[config.mk]
export PLATFORM = sky130hd
export DESIGN_NAME = led_mode_controller
export DESIGN_NICKNAME = d
export VERILOG_FILES = /design/src/rtl/led_mode_controller.sv
export SDC_FILE = /design/constraint.sdc
export NUM_CORES = 1
export LEC_CHECK = 0
export ABC_AREA = 0
export BUFFER_PORTS_ARGS = -buffer_cell sky130_fd_sc_hd__buf_4
export CAP_MARGIN = 30
export CORE_MARGIN = 1.5
export CORE_UTILIZATION = 45
export DETAILED_ROUTE_END_ITERATION = 8
export HOLD_SLACK_MARGIN = 0.03
export PLACE_DENSITY = 0.6
export SLEW_MARGIN = 40
export SYNTH_ARGS = -nofsm -noshare
export SYNTH_HDL_FRONTEND = slang
export SYNTH_SLANG_ARGS = --single-unit
[constraint.sdc]
create_clock -name clock -period 4.5 [get_ports clock]
set_input_delay 0.675 -clock clock [delete_from_list [all_inputs] [get_ports clock]]
set_output_delay 0.675 -clock clock [all_outputs]
set_load 0.005 [all_outputs]
[src/rtl/led_mode_controller.sv]
// Push-button LED mode controller: synchronised press-down detect with lockout,
// four-mode sequencer (OFF/ON/SLOW/FAST) and blink generator driving the LED.
//
// state     | meaning
// MODE_OFF  | LED dark
// MODE_ON   | LED steadily lit
// MODE_SLOW | LED blinks, SLOW_HALF_PERIOD cycles per level
// MODE_FAST | LED blinks, FAST_HALF_PERIOD cycles per level
module led_mode_controller #(
  parameter int DEBOUNCE_CYCLES  = 500000,
  parameter int SLOW_HALF_PERIOD = 25000000,
  parameter int FAST_HALF_PERIOD = 5000000
) (
  input  logic       clock,
  input  logic       reset,
  input  logic       button_n,
  output logic       led,
  output logic [1:0] mode,
  output logic       press_pulse
);

  localparam int LW   = $clog2(DEBOUNCE_CYCLES + 1);
  localparam int MAXH = (SLOW_HALF_PERIOD > FAST_HALF_PERIOD) ? SLOW_HALF_PERIOD : FAST_HALF_PERIOD;
  localparam int BW   = $clog2(MAXH + 1);

  localparam logic [LW-1:0] LOCK_LOAD = LW'(DEBOUNCE_CYCLES);
  localparam logic [BW-1:0] SLOW_TC   = BW'(SLOW_HALF_PERIOD - 1);
  localparam logic [BW-1:0] FAST_TC   = BW'(FAST_HALF_PERIOD - 1);

  typedef enum logic [1:0] {
    MODE_OFF  = 2'd0,
    MODE_ON   = 2'd1,
    MODE_SLOW = 2'd2,
    MODE_FAST = 2'd3
  } mode_t;

  mode_t         state_q, state_d;
  logic          s1, s2, prev;
  logic [LW-1:0] lockout;
  logic [BW-1:0] bcnt, bcnt_d;
  logic          blink, blink_d;
  logic          led_d;
  logic          press_det;

  assign press_det = prev & ~s2 & (lockout == '0);
  assign mode      = state_q;

  // Synchroniser resets to "pressed" so a button held through reset is not a press.
  always_ff @(posedge clock) begin
    if (reset) begin
      s1          <= 1'b0;
      s2          <= 1'b0;
      prev        <= 1'b0;
      lockout     <= '0;
      state_q     <= MODE_OFF;
      bcnt        <= '0;
      blink       <= 1'b0;
      led         <= 1'b0;
      press_pulse <= 1'b0;
    end else begin
      s1          <= button_n;
      s2          <= s1;
      prev        <= s2;
      if (press_det)
        lockout <= LOCK_LOAD;
      else if (lockout != '0)
        lockout <= lockout - LW'(1);
      state_q     <= state_d;
      bcnt        <= bcnt_d;
      blink       <= blink_d;
      led         <= led_d;
      press_pulse <= press_det;
    end
  end

  always_comb begin
    state_d = state_q;
    bcnt_d  = bcnt;
    blink_d = blink;
    led_d   = 1'b0;

    if (press_det) begin
      case (state_q)
        MODE_OFF:  state_d = MODE_ON;
        MODE_ON:   state_d = MODE_SLOW;
        MODE_SLOW: state_d = MODE_FAST;
        default:   state_d = MODE_OFF;
      endcase
      // Every accepted press restarts the blink phase lit.
      bcnt_d  = '0;
      blink_d = 1'b1;
    end else begin
      case (state_q)
        MODE_SLOW: begin
          if (bcnt == SLOW_TC) begin
            bcnt_d  = '0;
            blink_d = ~blink;
          end else begin
            bcnt_d = bcnt + BW'(1);
          end
        end
        MODE_FAST: begin
          if (bcnt == FAST_TC) begin
            bcnt_d  = '0;
            blink_d = ~blink;
          end else begin
            bcnt_d = bcnt + BW'(1);
          end
        end
        default: bcnt_d = '0;
      endcase
    end

    case (state_d)
      MODE_OFF: led_d = 1'b0;
      MODE_ON:  led_d = 1'b1;
      default:  led_d = blink_d;
    endcase
  end

endmodule

After elaboration in Yosys (flattened, before gate mapping)
Cells that the tools add are included.

word-level totals
  word-level logic and storage cells = 40
  input bits = 3
  flip-flop bits (word level) = 52
  output and inout port bits = 4

cells by class
  add/sub/neg operators = 2
  reduce and logical (&&, ||, !) cells = 6
  equality and inequality tests = 6
  bitwise operators = 4
  mux-type cells = 12

operator list
  cell                     number
  $mux W25                 2
  $pmux W25 S2             1
  $mux W19                 2
  $add A25 B1 Y25 const B  1
  $eq A25 B23 Y1 const B   1
  $eq A25 B25 Y1 const B   1
  $logic_not A19 Y1        1
  $reduce_bool A19 Y1      1
  $sub A19 B1 Y19 const B  1
  $pmux W2 S3              1
  $eq A2 B1 Y1 const B     2
  $eq A2 B2 Y1 const B     2
  $logic_not A2 Y1         2
  $pmux W1 S2              2
  $mux W1                  3
  $and A1 B1 Y1            2
  $mux W2                  1
  $not A1 Y1               2
  $reduce_bool A2 Y1       1
  $reduce_or A2 Y1         1

Depth between registers and ports, before layout
Gate-level depths: netlist of the first run.

  depth after elaboration = 6
  mapped depth = 8
  mapped depth without buffers = 7

Worst setup path after synthesis of the first run
OpenSTA, ideal clock, no wires.

  path type = reg-to-reg
  from = reg lockout[10]
  to = reg bcnt[17]
  path buffers = 2
  clock period less this slack = 2,488 ps
  slack = 2,012 ps
  library setup time = 115 ps
  arrival = 2,373 ps
  required time = 4,385 ps
  cell stages (with the launch flop) = 9
  path through = dfxtp_1 > or4_4 > or4_4 > buf_6 > nor4b_4 > or2_2 > a21o_4 > buf_6 > nor2_1

on the way
  word-level cells in the longest chain between the ends = 3

RTL lines
  item                        line  RTL
  from (decl)                 39    logic [LW-1:0] lockout;
  from (signal assigned)      67    lockout <= lockout - LW'(1);
  $logic_not A19 Y1           45    assign press_det = prev & ~s2 & (lockout == '0);
  $and A1 B1 Y1               45
  $reduce_or A2 Y1 (no line)  --
  to (signal assigned)        69    bcnt <= bcnt_d;
  to (decl)                   40    logic [BW-1:0] bcnt, bcnt_d;

Every way passes these cells.
A chain may end at the register's enable or synchronous reset.

Final worst setup path of the first run
  from = reg lockout[10]
  to = reg bcnt[3]

The elaborated chain is that of the path after synthesis.

==> impl_metrics.ini, run 1 <==
[synth]
netlist_instances = 274
synth_top_family_by_area = simple AND/OR/NAND/NOR gates
yosysTopAreaCell = dfxtp_1
yosys-top-cells-count = nor2_1 (57), dfxtp_1 (52), xnor2_1 (16), xor2_1 (16), nand2_1 (15)
synth_edf_count = 0
ys_types = 42
synth.area.mux_share_pct = 0.818
synth-adder-area-share_pct = 3.07
synthesis.nets = 283
yosysSeqAreaShare_pct = 42.5
synth_flop_cell = dfxtp_1
ys_ff_latch = 52
synth_top_area_share_pct = 42.5
synth_most_common_cell = nor2_1
syn_area_um2 = 2450
syn_avg_cell_area_um2 = 8.94
synth_compound_area_share_pct = 8.18
async_flop_share_pct = 0
synth-simple-area-share_pct = 30.4
synth-xor-area-share_pct = 11.4
synth_area_leaders = dfxtp_1 (43%), nor2_1 (8.7%), xnor2_1 (5.7%)
yosysWarnings = 0

[global_routing]
antenna_found_initial = 0
groute.usage.overall_pct = 16.2
grt_pass1_vias = 1707
grt_max_degree = 26
grt_pass1_wl_um = 7820
overflow = 0

[worst_setup_path]
slowest_delay_ns = 0.62
cp_cell_sequence = or4_4 > or4_4 > nor4b_4 > or2_2 > a21o_4 > nor2_1
crit_path_frequent_cell = or4_4
path_buf_inv = 0
end_kind = register
slowest_stage = or4_4
path_class = reg -> reg
r2r_setup_slack_ns = 1.85
crit_required_ns = 4.68
path_max_fanout = 25
critPathTopFamily = simple AND/OR/NAND/NOR gates
worstPathArrival_ns = 2.82
startpoint_type = register

[timing]
slew_violations = 0
fmaxAchievable_ghz = 0.378
min_period_over_period_pct = 58.8
tns_ns = 0
fin_worst_skew_ns = 0.0129
finalSetupViolations = 0
hold-worst-slack_ns = 0.446
tightest_slew_ns = 0.790
rsz0062_at_grt = no
finalCriticalPeriod_ns = 2.65
fin_ws_ns = 1.85
relSlewSlack_pct = 47.0
hold_violations = 0

[placement]
post-place-cells = 344
hpwl_um = 3100
dp_slack_ns = 1.85
port_buffers = 6
gp_congestion = 0.779

[floorplan]
start_util_pct = 47.3
ios = 7
design.core.area_um2 = 5170
die_y_um = 76.8
rows = 26
die_w_um = 76.8
dieArea_um2 = 5890

[layout]
drive_above_1_share_pct = 8.51
antenna_cells = 0
stdcell_count = 352
utilization_pct = 50.7
nets = 290
area_growth_pct = 7.15

[clock_tree]
hold_buffers = 0
cts_resized = 0
cts_tree = yes
path_clk_slew_ns = 0.10
h-tree-depth = 2
cts-buffers-inserted = 5
clockRootBuffer = clkbuf_8
max-clock-path-buffers = 2
clkLatencyLatePin_ns = 0.30
post-cts-setup-buffer-count = 0
numClockSinks = 52

[power_and_ir_drop]
cellPowerDensity_nw_per_um2 = 519
ir_worst_vdd_v = 0.000267
leakage_nw = 0.910

[worst_hold_path]
hold_class = reg -> reg

[flow_run]
maxCapViolCount = 0

[routing]
antenna_left = 0
drc_errors = 0
wl_per_cell_um = 12.5
via_per_inst = 5.31
routed_wl_um = 4390
drt_pass1_iterations = 4
initialDrtViolationCount = 95
vias = 1868

[outcome]
status = complete, no violations
==> per-stage QoR <==
stage	instance area, um2	total power, mW
2_1_floorplan	2450	1.04
3_3_place_gp	2530	1.09
3_5_place_dp	2530	1.09
4_1_cts	2620	1.37
5_1_grt	2620	1.47
6_report	2620	1.36
==> final cells by class <==
cell class / count / area (um2)
clock buffer: 6 / 82.6
fill: 513 / 2550
clock inverter: 2 / 10.0
tap: 70 / 87.6
sequential: 52 / 1040
timing repair buffer: 7 / 52.6
multi-input combinational: 207 / 1320
inverter: 8 / 30.0
==> flip-flops by register name, summed over array words and instances, names as in the netlist <==
| name | count |
|---|---|
| lockout | 19 |
| s2 | 1 |
| press_pulse | 1 |
| prev | 1 |
| blink | 1 |
| led | 1 |
| mode | 2 |
| s1 | 1 |
| bcnt | 25 |
==> power by group <==
group | total, mW | leakage, nW | internal, mW | switching [mW]
clock | 0.270 | 0.0510 | 0.123 | 0.147
combinational | 0.489 | 0.437 | 0.210 | 0.278
sequential | 0.603 | 0.422 | 0.527 | 0.0754
total | 1.36 | 0.910 | 0.861 | 0.501
==> worst paths after layout <==
| path | endpoint | from | cells past startpoint |
|---|---|---|---|
| hold reg to reg | s2 | s1 | 1 |
| hold / removal | s2 | s1 | 1 |
| setup reg to reg | bcnt[3] | lockout[10] | 6 |
| setup / recovery | bcnt[3] | lockout[10] | 6 |
==> logic make-up after synthesis <==
| group | Yosys count |
|---|---|
| AND/OR/NAND/NOR | 142 |
| flip-flops | 52 |
| XOR/XNOR | 32 |
| AO/OA/AOI/OAI | 25 |
| buffers and inverters | 15 |
| adder cells (fa/ha/maj) | 6 |
| multiplexers | 2 |
==> placed cells by master, fill, tap and decap left out, drive strengths merged, types with 2 or more instances in the layout <==
cell / instances
nor3b: 2
mux2i: 2
buf: 7
a211oi: 8
nor2: 57
inv: 8
and3: 5
nor2b: 4
nor4: 6
nor3: 15
nand2: 15
or2: 2
clkbuf: 6
and4: 3
a21oi: 5
xor2: 16
nand4: 5
nor4b: 2
nand2b: 4
ha: 6
or4: 5
a311oi: 5
clkinv: 2
xnor2: 16
nand3: 13
dfxtp: 52
==> routing by layer <==
| layer | global-route usage [%] | vias up | routed length (um) |
|---|---|---|---|
| li1 | - | 967 | - |
| met1 | 23.5 | 868 | 2370 |
| met2 | 23.4 | 29 | 1850 |
| met3 | 3.21 | 4 | 123 |
| met4 | 6.30 | 0 | 44 |
| met5 | 0 | - | 0 |
Note: power is estimated with default switching activity, not from simulation.
==> inputs of run 2 (changes only) <==
--- a/config.mk
+++ b/config.mk
@@ -12,7 +12,7 @@
 export CORE_UTILIZATION = 45
 export DETAILED_ROUTE_END_ITERATION = 8
 export HOLD_SLACK_MARGIN = 0.03
-export PLACE_DENSITY = 0.6
+export PLACE_DENSITY = 0.62
 export SLEW_MARGIN = 40
 export SYNTH_ARGS = -nofsm -noshare
 export SYNTH_HDL_FRONTEND = slang
==> constraint.sdc (replaced) <==
create_clock -name clock -period 2.4 [get_ports clock]
set_input_delay 0.36 -clock clock [delete_from_list [all_inputs] [get_ports clock]]
set_output_delay 0.36 -clock clock [all_outputs]
set_load 0.005 [all_outputs]
==> impl_metrics.ini, run 2 (synthesis gave the netlist of run 1 again) <==
[outcome]
status = complete, no violations

[global_routing]
grt_pass1_vias = 1805
antenna_found_initial = 0
grt_max_degree = 26
grt_pass1_wl_um = 7870
overflow = 0
groute.usage.overall_pct = 16.4

[clock_tree]
clkLatencyLatePin_ns = 0.29
max-clock-path-buffers = 2
cts_tree = yes
h-tree-depth = 2
hold_buffers = 0
cts-buffers-inserted = 5
numClockSinks = 52
path_clk_slew_ns = 0.09
clockRootBuffer = clkbuf_8

[floorplan]
dieArea_um2 = 5890
start_util_pct = 47.3
die_y_um = 76.8
ios = 7
die_w_um = 76.8
design.core.area_um2 = 5170
rows = 26

[worst_setup_path]
path_max_fanout = 4
startpoint_type = register
crit_required_ns = 2.61
path_class = reg -> reg
end_kind = register
worstPathArrival_ns = 2.53

[timing]
rsz0062_at_grt = yes
finalCriticalPeriod_ns = 2.32
fin_ws_ns = 0.0823
tns_ns = 0
hold_violations = 0
fin_worst_skew_ns = 0.00239
relSlewSlack_pct = 59.3
tightest_slew_ns = 0.605
min_period_over_period_pct = 96.6
finalSetupViolations = 0
slew_violations = 0
fmaxAchievable_ghz = 0.431

[layout]
multi_input_area_um2 = 1320
largest_register_ff_count = 25
final_common_cell = nor2_1
final_cell_mix = nor2_1 (57), dfxtp_1 (51), buf_4 (20)
post-route-cell-area_um2 = 2730
utilization_pct = 52.9
regMostFlops = bcnt
stdcell_count = 366
nets = 304
fillers = 486
drive_above_1_share_pct = 12.5
antenna_cells = 0
area_growth_pct = 11.7
seq_area_um2 = 1040

[placement]
port_buffers = 6
dp_slack_ns = 0.0643
place_area_um2 = 2640
gp_congestion = 0.818
hpwl_um = 3240
post-place-cells = 358

[routing]
drt_pass1_iterations = 4
drc_errors = 0
routed_wl_um = 4500
initialDrtViolationCount = 54
antenna_left = 0
vias = 1905
via_per_inst = 5.20
wl_per_cell_um = 12.3

[worst_hold_path]
hold_class = in -> reg

[power_and_ir_drop]
cellPowerDensity_nw_per_um2 = 993
pwr-share-clk_pct = 18.3
intPower_mw = 1.76
switching_share_pct = 35.2
p_switching_mw = 0.956
pwr-share-comb_pct = 40.8
leakage_nw = 0.979
seq_power_share_pct = 40.9
ir_worst_vdd_v = 0.000517

[flow_run]
maxCapViolCount = 0
-- run 2: path summary, 6_finish.rpt --
kind,from,end,slack (ns),cells past startpoint
hold reg to reg,lockout[13],lockout[13],0.46,1
setup reg to reg,lockout[13],lockout[16],0.08,7
hold / removal,button_n,s1,0.28,2
setup / recovery,lockout[13],lockout[16],0.08,7
-- run 2: critical path: stages (launching register included) --
cell and delay (ns):
dfxtp_2 0.34, or4_4 0.53, or4_4 0.53, nor4b_4 0.27, buf_4 0.18, nand2b_1 0.10
a21oi_1 0.06, a311oi_1 0.23
-- run 2: power by group through the flow --
stage / clock [mW] / sequential (mW) / combinational, mW
2_1_floorplan: 0 / 1.12 / 0.827
3_3_place_gp: 0 / 1.12 / 1.07
3_5_place_dp: 0 / 1.12 / 1.08
4_1_cts: 0.520 / 1.11 / 1.09
5_1_grt: 0.561 / 1.13 / 1.25
6_report: 0.498 / 1.11 / 1.11
-- run 2: cell type report --
cell class	instances	share of cell area, %
Inverter	8	1.10
Clock buffer	8	3.30
Sequential cell	52	38.1
Multi-Input combinational cell	207	48.4
Tap cell	70	3.20
Timing Repair Buffer	21	5.90
-- run 2: stage by stage --
stage,hold slack (ns),power [mW]
2_1_floorplan,0.414,1.94
3_3_place_gp,0.438,2.19
3_5_place_dp,0.459,2.21
4_1_cts,0.267,2.72
5_1_grt,0.314,2.94
6_report,0.279,2.71
-- run 2: repair_timing --
item / in CTS / in global routing
setup endpoints to repair: 0 / 8
hold endpoints to repair: 0 / 0
setup buffers: 0 / 0
resized for setup: 0 / 2
-- run 2: layer usage --
layer	vias to the layer above	part of all wire (%)	track usage, %
li1	993	-	-
met5	-	0	0
met4	0	0.60	5.93
met3	2	3.0	4.17
met1	886	53	22.4
met2	24	43	24.8
==> inputs of run 3 (changes only) <==
==> constraint.sdc (replaced) <==
create_clock -name clock -period 2.05 [get_ports clock]
set_input_delay 0.3075 -clock clock [delete_from_list [all_inputs] [get_ports clock]]
set_output_delay 0.3075 -clock clock [all_outputs]
set_load 0.005 [all_outputs]
==> impl_metrics.ini, run 3 (synthesis gave the netlist of run 1 again) <==
[layout]
regMostFlops = bcnt
area_growth_pct = 27.3
final_cell_mix = dfxtp_1 (51), buf_4 (37), nor2_1 (34)
nets = 328
drive_above_1_share_pct = 31.3
utilization_pct = 60.3
stdcell_count = 390
antenna_cells = 0
final_common_cell = dfxtp_1
largest_register_ff_count = 25

[worst_setup_path]
critPathTopFamily = simple AND/OR/NAND/NOR gates
crit_required_ns = 2.25
crit_path_frequent_cell = or4_4
worstPathArrival_ns = 2.51
path_buf_inv = 0
slowest_stage = or4_4
startpoint_type = register
end_kind = register
path_max_fanout = 7
slowest_delay_ns = 0.54
path_class = reg -> reg
cp_cell_sequence = or4_4 > or4_4 > nor4b_4 > or2_4 > a21o_4 > nor2_1

[floorplan]
ios = 7
rows = 26
die_w_um = 76.8
start_util_pct = 47.3
die_y_um = 76.8
dieArea_um2 = 5890
design.core.area_um2 = 5170

[clock_tree]
clkLatencyLatePin_ns = 0.30
hold_buffers = 0
clockRootBuffer = clkbuf_8
cts-buffers-inserted = 5
cts_tree = yes
max-clock-path-buffers = 2
numClockSinks = 52
path_clk_slew_ns = 0.09
h-tree-depth = 2

[routing]
antenna_left = 0
drt_pass1_iterations = 4
initialDrtViolationCount = 89
vias = 2040
routed_wl_um = 5280
via_per_inst = 5.23
wl_per_cell_um = 13.5
drc_errors = 0

[flow_run]
maxCapViolCount = 0

[timing]
fin_worst_skew_ns = 0.00375
tightest_slew_ns = 0.385
slew_violations = 0
finalCriticalPeriod_ns = 2.31
relSlewSlack_pct = 74.1
min_period_over_period_pct = 113
fin_ws_ns = -0.263
tns_ns = -11.41
fmaxAchievable_ghz = 0.432
finalSetupViolations = 48
rsz0062_at_grt = yes
hold_violations = 0

[global_routing]
antenna_found_initial = 0
groute.usage.overall_pct = 18.5
grt_max_degree = 17
grt_pass1_vias = 1876
grt_pass1_wl_um = 8790
overflow = 0

[placement]
dp_slack_ns = -0.277
post-place-cells = 371
hpwl_um = 3420
port_buffers = 6
gp_congestion = 0.761

[outcome]
status = finished with violations
violations = negative setup slack

[power_and_ir_drop]
leakage_nw = 1.14
ir_worst_vdd_v = 0.000628
cellPowerDensity_nw_per_um2 = 1160

[worst_hold_path]
hold_class = in -> reg
-- run 3: cell types whose count changed in the layout (fill, tap and decap cells not counted), sizes merged --
cell | before | now
a21o | 1 | 4
buf | 21 | 41
clkbuf | 8 | 9
-- run 3: layer usage --
metal	up-vias	wire, um	GRT usage [%]
li1	1053	-	-
met1	947	2810	26.8
met2	36	2200	27.2
met3	4	222	3.93
met4	0	54	5.93
met5	-	0	0
-- run 3: final cells by class --
class | instances | area [um2]
clock buffers | 8 | 90.1
fillers | 442 | 2050
inverters | 8 | 30.0
multi-input cells | 210 | 1520
flip-flops and latches | 52 | 1040
well taps | 70 | 87.6
repair buffers | 42 | 352
-- run 3: where the power goes --
group	leakage (nW)	switching, mW	internal, mW
Combinational	0.672	0.860	0.857
Clock	0.0455	0.325	0.276
Sequential	0.423	0.134	1.16
-- run 3: worst paths after layout --
kind | from | end | slack [ns] | cells past startpoint
worst max-delay path | lockout[13] | bcnt[4] | -0.26 | 6
worst min-delay path | button_n | s1 | 0.23 | 2
worst max register to register | lockout[13] | bcnt[4] | -0.26 | 6
worst min register to register | s1 | s2 | 0.46 | 1
-- run 3: what timing repair did --
action | CTS | global route
pin swaps | 14 | 13
setup buffers | 3 | 4
gates resized for setup | 12 | 31
endpoints found under the setup margin | 48 | 48
gates cloned | 3 | 1
-- run 3: metrics by stage --
step / area [um2] / total power, mW / hold slack, ns
after floorplan: 2480 / 2.34 / 0.379
after global placement: 2760 / 2.76 / 0.437
after detailed placement: 2760 / 2.77 / 0.430
after CTS: 2950 / 3.41 / 0.216
after global routing: 3120 / 3.88 / 0.251
final: 3120 / 3.61 / 0.228
-- run 3: worst reg2reg max path: stages (launching register included) --
cell and delay (ns):
dfxtp_2 0.33, or4_4 0.53, or4_4 0.54, nor4b_4 0.30, or2_4 0.27, a21o_4 0.19, nor2_1 0.05
